### src/rtl/sipo_pkg.sv
// Shared constants and helpers for the serial/parallel word converters.
package sipo_pkg;

  localparam int SIPO_MAX_WIDTH = 64;

  // Bits needed to hold a bit count in the range 0..width.
  function automatic int sipo_cnt_w(input int width);
    return $clog2(width + 1);
  endfunction

endpackage

### src/rtl/sipo_shift_core.sv
// Shift register and bit counter with bit-order steering; flags the edge that
// completes a word and presents the assembled word combinationally.
module sipo_shift_core
  import sipo_pkg::*;
#(
  parameter int WIDTH     = 4,
  parameter int LSB_FIRST = 1,
  parameter int CW        = sipo_cnt_w(WIDTH)
) (
  input  logic             clk,
  input  logic             rst_n,
  input  logic             i_shift,
  input  logic             i_a,
  input  logic             i_start,
  output logic [WIDTH-1:0] o_word,
  output logic             o_done,
  output logic [CW-1:0]    o_count
);

  localparam logic [CW-1:0] LAST = CW'(WIDTH - 1);

  logic [WIDTH-1:0] r_sreg;
  logic [CW-1:0]    r_count;
  logic [WIDTH-1:0] w_sreg_next;

  // After WIDTH shifts the first bit has walked to the end LSB_FIRST selects.
  generate
    if (LSB_FIRST != 0) begin : g_lsb
      assign w_sreg_next = {i_a, r_sreg[WIDTH-1:1]};
    end else begin : g_msb
      assign w_sreg_next = {r_sreg[WIDTH-2:0], i_a};
    end
  endgenerate

  assign o_done  = i_shift && !i_start && (r_count == LAST);
  assign o_word  = w_sreg_next;
  assign o_count = r_count;

  // NOTE: sequential state uses non-blocking assignments so every register
  // samples the pre-edge values, independent of statement order.
  always_ff @(posedge clk or negedge rst_n) begin
    if (!rst_n) begin
      r_sreg  <= '0;
      r_count <= '0;
    end else begin
      if (i_shift) r_sreg <= w_sreg_next;
      if (i_start)      r_count <= i_shift ? CW'(1) : '0;
      else if (o_done)  r_count <= '0;
      else if (i_shift) r_count <= r_count + CW'(1);
    end
  end

endmodule

### src/rtl/sipo_word.sv
// Serial-in / parallel-out word assembler with a registered holding buffer,
// valid/ready hand-off and a sticky overflow flag for dropped words.
module sipo_word
  import sipo_pkg::*;
#(
  parameter int WIDTH     = 4,
  parameter int LSB_FIRST = 1
) (
  input  logic                         clk,
  input  logic                         reset,
  input  logic                         shift,
  input  logic                         a,
  input  logic                         start,
  output logic [WIDTH-1:0]             out,
  output logic                         out_valid,
  input  logic                         out_ready,
  output logic [sipo_cnt_w(WIDTH)-1:0] count,
  output logic                         overflow
);

  logic [WIDTH-1:0] w_word;
  logic             w_done;
  logic             w_free;
  logic [WIDTH-1:0] r_out;
  logic             r_valid;
  logic             r_ovf;

  sipo_shift_core #(
    .WIDTH     (WIDTH),
    .LSB_FIRST (LSB_FIRST)
  ) u_core (
    .clk     (clk),
    .rst_n   (reset),
    .i_shift (shift),
    .i_a     (a),
    .i_start (start),
    .o_word  (w_word),
    .o_done  (w_done),
    .o_count (count)
  );

  // A buffer being consumed this edge can take the new word without a bubble.
  assign w_free = !r_valid || out_ready;

  always_ff @(posedge clk or negedge reset) begin
    if (!reset) begin
      r_out   <= '0;
      r_valid <= 1'b0;
      r_ovf   <= 1'b0;
    end else if (w_done) begin
      if (w_free) begin
        r_out   <= w_word;
        r_valid <= 1'b1;
      end else begin
        r_ovf   <= 1'b1;
      end
    end else if (r_valid && out_ready) begin
      r_valid <= 1'b0;
    end
  end

  assign out       = r_out;
  assign out_valid = r_valid;
  assign overflow  = r_ovf;

endmodule

### config.mk
export PLATFORM = sky130hd
export DESIGN_NAME = sipo_word
export DESIGN_NICKNAME = d
export VERILOG_FILES = /design/src/rtl/sipo_pkg.sv /design/src/rtl/sipo_shift_core.sv /design/src/rtl/sipo_word.sv
export SDC_FILE = /design/constraint.sdc
export NUM_CORES = 1
export LEC_CHECK = 0
export ABC_AREA = 1
export BUFFER_PORTS_ARGS = -buffer_cell sky130_fd_sc_hd__buf_2
export CAP_MARGIN = 5
export CORE_AREA = 10 10 47 49
export CTS_CLUSTER_DIAMETER = 60
export CTS_CLUSTER_SIZE = 28
export DETAILED_ROUTE_END_ITERATION = 8
export DIE_AREA = 0 0 57 59
export GPL_ROUTABILITY_DRIVEN = 0
export PLACE_DENSITY = 0.62
export REMOVE_ABC_BUFFERS = 1
export SYNTH_ARGS = -nofsm -noshare
export SYNTH_HDL_FRONTEND = slang
export SYNTH_SLANG_ARGS = --single-unit
### constraint.sdc
create_clock -name clk -period 3.25 [get_ports clk]
set_input_delay 0.65 -clock clk [delete_from_list [all_inputs] [get_ports clk]]
set_output_delay 0.65 -clock clk [all_outputs]
set_load 0.03 [all_outputs]
==> reports/results.ini, run 1 <==
[run_status]
status=completed

[placed_design]
portBuffers=14
dp_hpwl_microns=817.1
placed_area_sq_um=611.8

[die]
die_area_sq_um=3363
fp.coreArea_sq_um=1401
rows=14
start_util=0.3723
die_h_microns=59
die_w_microns=57
io_pins=15

[critical_path]
crit_path_start=u_core.o_count[0]$_DFFE_PN0P_
max_stage_delay_ps=390
worstReg2RegStart=u_core.o_count[0]$_DFFE_PN0P_
path_max_fanout=4
slowest_stage=dfrtp_1
path_class=flip-flop to primary output
rr_worst_depth=6
startpoint_type=flip-flop
ff2ff_setup_slack_ps=2050
critPathArrivalTime_ps=860
path_cells=buf_2
worst-endpoint-required_ps=2600
r2r_end=out[1]$_DFFE_PN0P_
cp-end-kind=primary output
path_buf_inv=1
crit_family=flip-flops

[clock_network]
root_buffer=clkbuf_4
numCtsBuffers=3
post-cts-setup-buffer-count=0
tritoncts=yes
clk_pin_slew_ps=70
post_cts_resized=0
holdBufCountCts=0
clk_path_buf_depth=2
htreeDepth=1
clock_latency_ps=260
cts.sinks=12

[global_route]
grt_pass1_wl_microns=1794
grt_pass1_vias=425
gr-usage-met2=0.1023
grt_use_total=0.06509
antenna_found_initial=0
grt_max_degree=13
grt_util_met3=0.03004
met1_usage=0.06977
top_usage_layer=met2
grt-ovfl-total=0

[detailed_routing]
via_per_inst=4.551
vias=405
postRouteAntennaNets=0
dr.pass1.iters=3
first_iter_violations=7
drc=0
wl_per_cell_microns=11.39
drt_wl_total_microns=1014

[timing]
tightest_slew_ps=298.1
finClkSkew_ps=0.2132
max_freq_ghz=0.6603
slew_viol_final=0
totalNegativeSetupSlack_ps=0
holdWs_ps=253.5
layout_min_cycle_time_ps=1514
setup_viol=0
rsz0062_at_grt=no
fin_crit_sh=0.4660
hold_viol_final=0
slew_headroom=0.8008

[logic_synthesis]
ys_ff_latch=12
yosys_warnings=0
yosysTopAreaCell=dfrtp_1
ys_seq_area_frac=0.5755
synth_top_area_frac=0.5755
netlist_instances=56
netlist_area_sq_um=521.8
synth.distinct_cells=14
synthTopCellsByArea=dfrtp_1 (58%), nand2_1 (14%), nand3_1 (5.8%)
avgSynthCellArea_sq_um=9.317

[worst_hold_path]
min_path_type=input pin to asynchronous set/reset pin

[layout]
final_cell_mix=nand2_1 (19), buf_2 (14), dfrtp_1 (12), inv_1 (6), nand3_1 (6)
drive_gt1_frac=0.3014
nets=82
diodes=0
fill_cells=157
final_area_sq_um=634.4
mostFrequentLayoutCell=nand2_1
syn2layout_area_growth_pct=21.58
utilization=0.4527

[power_and_ir_drop]
powerDensity_nw_per_um2=596.4
leakage_nw=0.3599
p_total_mw=0.3783
peakVddDrop_uv=203.1

[job]
cap_violations=0

==> worst register-to-register path, stage by stage, from the launching register on <==
cell,delay [ps]
dfrtp_1,390
ha_1,200
inv_1,50
nor2_1,220
nand3_4,120
nand2_1,80
nand2_1,40
==> sequential cells by signal (all words and copies together) (netlist names) <==
| name | count |
|---|---|
| overflow | 1 |
| out_valid | 1 |
| u_core.r_sreg | 3 |
| u_core.o_count | 3 |
| out | 4 |
==> per-stage QoR <==
step,instances,setup WS (ps)
4_1_cts,89,1725
2_1_floorplan,56,1915
5_1_grt,89,1705
3_5_place_dp,86,1855
3_3_place_gp,86,1868
6_report,89,1736
==> power breakdown <==
part,internal (mW),switching (mW)
clock network,0.0427,0.0430
logic,0.0300,0.0750
registers,0.174,0.0136
==> per-layer routing <==
layer,up-vias,wire (microns)
li1,211,-
met5,-,0
met4,0,10
met2,9,466
met3,2,83
met1,183,452
==> synth_stat cells <==
cell type	n
nor2_1	2
inv_1	6
a21oi_1	2
o21bai_2	1
a211oi_1	1
nand3_1	6
inv_2	1
nand2_2	1
nor2_4	1
nand2_1	19
ha_1	1
nand3_4	1
dfrtp_1	12
o21ai_0	2
==> how the worst max path moves through the flow <==
stage / end / slack [ps] / cells past startpoint
after floorplan: out[0]$_DFFE_PN0P_ / 1920 / 6
after CTS: count[0] / 1730 / 1
after global routing: count[0] / 1700 / 1
after detailed placement: out[1]$_DFFE_PN0P_ / 1850 / 6
final: count[0] / 1740 / 1
after global placement: out[1]$_DFFE_PN0P_ / 1870 / 6
==> final cells by class <==
| class | count | area, sq um | area share |
|---|---|---|---|
| multi-input combinational | 37 | 195.2 | 0.3077 |
| tap | 16 | 20.02 | 0.03156 |
| clock buffer | 3 | 22.52 | 0.03550 |
| sequential | 12 | 300.3 | 0.4734 |
| timing repair buffer | 14 | 70.07 | 0.1105 |
| inverter | 7 | 26.28 | 0.04142 |
==> cell families after synthesis <==
family | count (synthesis) | share of synthesized area
AND/OR/NAND/NOR | 30 | 0.2758
flip-flops | 12 | 0.5755
adder cells (fa/ha/maj) | 1 | 0.02398
AO/OA/AOI/OAI | 6 | 0.07435
buffers and inverters | 7 | 0.05035
Power figures use the tool's default switching activity.
==> run 2: changes to the inputs <==
- PLACE_DENSITY: 0.62 -> 0.64
- clock period: 3.25 -> 1.3 ns (I/O delays scaled with it)
==> run 2 against run 1 <==
  * Critical path depth up 5
  * Worst hold slack lost 54 ps
  * Setup slack got worse by 1600 ps
  * Clock power grew to 3.5 times the previous value
  * Via count up 6.9%
  * Critical endpoint is now out[3]$_DFFE_PN0P_
  * Routed wire length grew 16%
  * Register-to-register slack got worse by 1900 ps
  * Cell count grew 2.2%
  * Utilization up 2.1 points
  * Sequential cell count unchanged
  * Largest power group unchanged
  * Cell area up 4.5%
  * Total power rose to 2.8 times the previous value
==> reports/results.ini, run 2 (synthesis gave the netlist of run 1 again) <==
[critical_path]
path_max_fanout=4
ff2ff_setup_slack_ps=140
worstReg2RegStart=u_core.o_count[0]$_DFFE_PN0P_
max_stage_delay_ps=400
critPathArrivalTime_ps=1330
rr_worst_depth=6
crit_path_frequent_cell=nand2_1
cp-end-kind=flip-flop
r2r_end=out[3]$_DFFE_PN0P_
path_cells=ha_1 > inv_1 > nor2_2 > nand3_4 > nand2_1 > nand2_1
path_class=flip-flop to flip-flop
slowest_stage=dfrtp_1
crit_path_start=u_core.o_count[0]$_DFFE_PN0P_
critical_path.endpoint=out[3]$_DFFE_PN0P_
startpoint_type=flip-flop
worst-endpoint-required_ps=1470

[die]
die_h_microns=59
start_util=0.3723
fp.coreArea_sq_um=1401
die_w_microns=57
rows=14
io_pins=15
die_area_sq_um=3363

[timing]
finClkSkew_ps=5.927
holdWs_ps=199.6
layout_setup_ws_ps=136.7
rsz0062_at_grt=no
fin_crit_sh=0.8948
hold_viol_final=0
tightest_slew_ps=310.2
setup_viol=0
slew_headroom=0.7927
max_freq_ghz=0.8596
slew_viol_final=0
layout_min_cycle_time_ps=1163

[placed_design]
portBuffers=14
placed_area_sq_um=611.8
dp_hpwl_microns=885.5
dp_cells=86
preCtsSetupSlack_ps=110.3

[layout]
nets=83
final_cell_mix=nand2_1 (19), buf_2 (14), dfrtp_1 (12), inv_1 (6), nand3_1 (6)
syn2layout_area_growth_pct=27.10
final_area_sq_um=663.1
regArea_sq_um=300.3
multi_input_area_sq_um=200.2
largest_reg_flops=4
utilization=0.4732
drive_gt1_frac=0.3333
mostFrequentLayoutCell=nand2_1
fill_cells=153
diodes=0
final_cells=91

[global_route]
grt-ovfl-total=0
grt_pass1_vias=453
grt_use_total=0.07014
grt_pass1_wl_microns=1904
antenna_found_initial=0
grt_max_degree=13

[power_and_ir_drop]
seqPwrFrac=0.450
p_switching_mw=0.3618
p_int_mw=0.6829
leakage_nw=0.3706
peakVddDrop_uv=602.7
swShare=0.3463
powerDensity_nw_per_um2=1575
pwr-share-comb=0.261
pwr-share-clk=0.289

[clock_network]
root_buffer=clkbuf_4
clk_pin_slew_ps=80
numCtsBuffers=3
tritoncts=yes
clk_path_buf_depth=2
htreeDepth=1
clock_latency_ps=280
post-cts-setup-buffer-count=0
cts.sinks=12

[detailed_routing]
via_per_inst=4.758
dr.pass1.iters=2
postRouteAntennaNets=0
wl_per_cell_microns=12.89
first_iter_violations=12
drt_wl_total_microns=1173
vias=433
drc=0

[run_status]
status=completed

[worst_hold_path]
min_path_type=input pin to flip-flop

[job]
cap_violations=0

-- run 2: final cells by class --
type,instances,share of cell area
timing repair buffer,15,0.1208
clock buffer,4,0.05472
tap,16,0.03019
inverter,7,0.03962
sequential,12,0.4528
multi-input combinational,37,0.3019
-- run 2: routing by layer --
metal  track usage  wire length [microns]
met3       0.04721                    131
met2        0.1008                    547
met5             0                      0
met4       0.03020                     10
met1       0.07911                    483
-- run 2: worst max-delay path, delay by kind of cell (launching register included) --
| kind | cells | cell delay (ps) |
|---|---|---|
| flops | 1 | 400 |
| fa+ha+maj | 1 | 210 |
| buf+inv | 1 | 60 |
| simple gates | 4 | 390 |
-- run 2: power by group through the flow --
| stage | Clock, mW | Sequential, mW | Combinational (mW) |
|---|---|---|---|
| floorplan | 0 | 0.579 | 0.0728 |
| global placement | 0 | 0.475 | 0.267 |
| detailed placement | 0 | 0.478 | 0.273 |
| CTS | 0.301 | 0.472 | 0.278 |
| global route | 0.327 | 0.478 | 0.301 |
| finish | 0.302 | 0.470 | 0.273 |
-- run 2: what timing repair did --
action	in CTS	in global routing
endpoints found under the hold margin	12	0
hold buffers	1	0
setup endpoints to repair	0	4
resized for setup	0	2
-- run 2: how the worst min path moves through the flow --
| stage | startpoint | endpoint | cells past startpoint |
|---|---|---|---|
| final | start | u_core.o_count[2]$_DFFE_PN0P_ | 2 |
| after global routing | start | u_core.o_count[2]$_DFFE_PN0P_ | 2 |
| after CTS | start | u_core.o_count[2]$_DFFE_PN0P_ | 2 |
| after detailed placement | reset | out[2]$_DFFE_PN0P_ | 1 |
| after global placement | reset | out[2]$_DFFE_PN0P_ | 1 |
| after floorplan | reset | out[0]$_DFFE_PN0P_ | 0 |
-- run 2: through the flow --
stage,TNS [ps],total power [mW]
2_1_floorplan,-139.2,0.6515
3_3_place_gp,0,0.7421
3_5_place_dp,0,0.7513
4_1_cts,0,1.050
5_1_grt,0,1.106
6_report,0,1.045
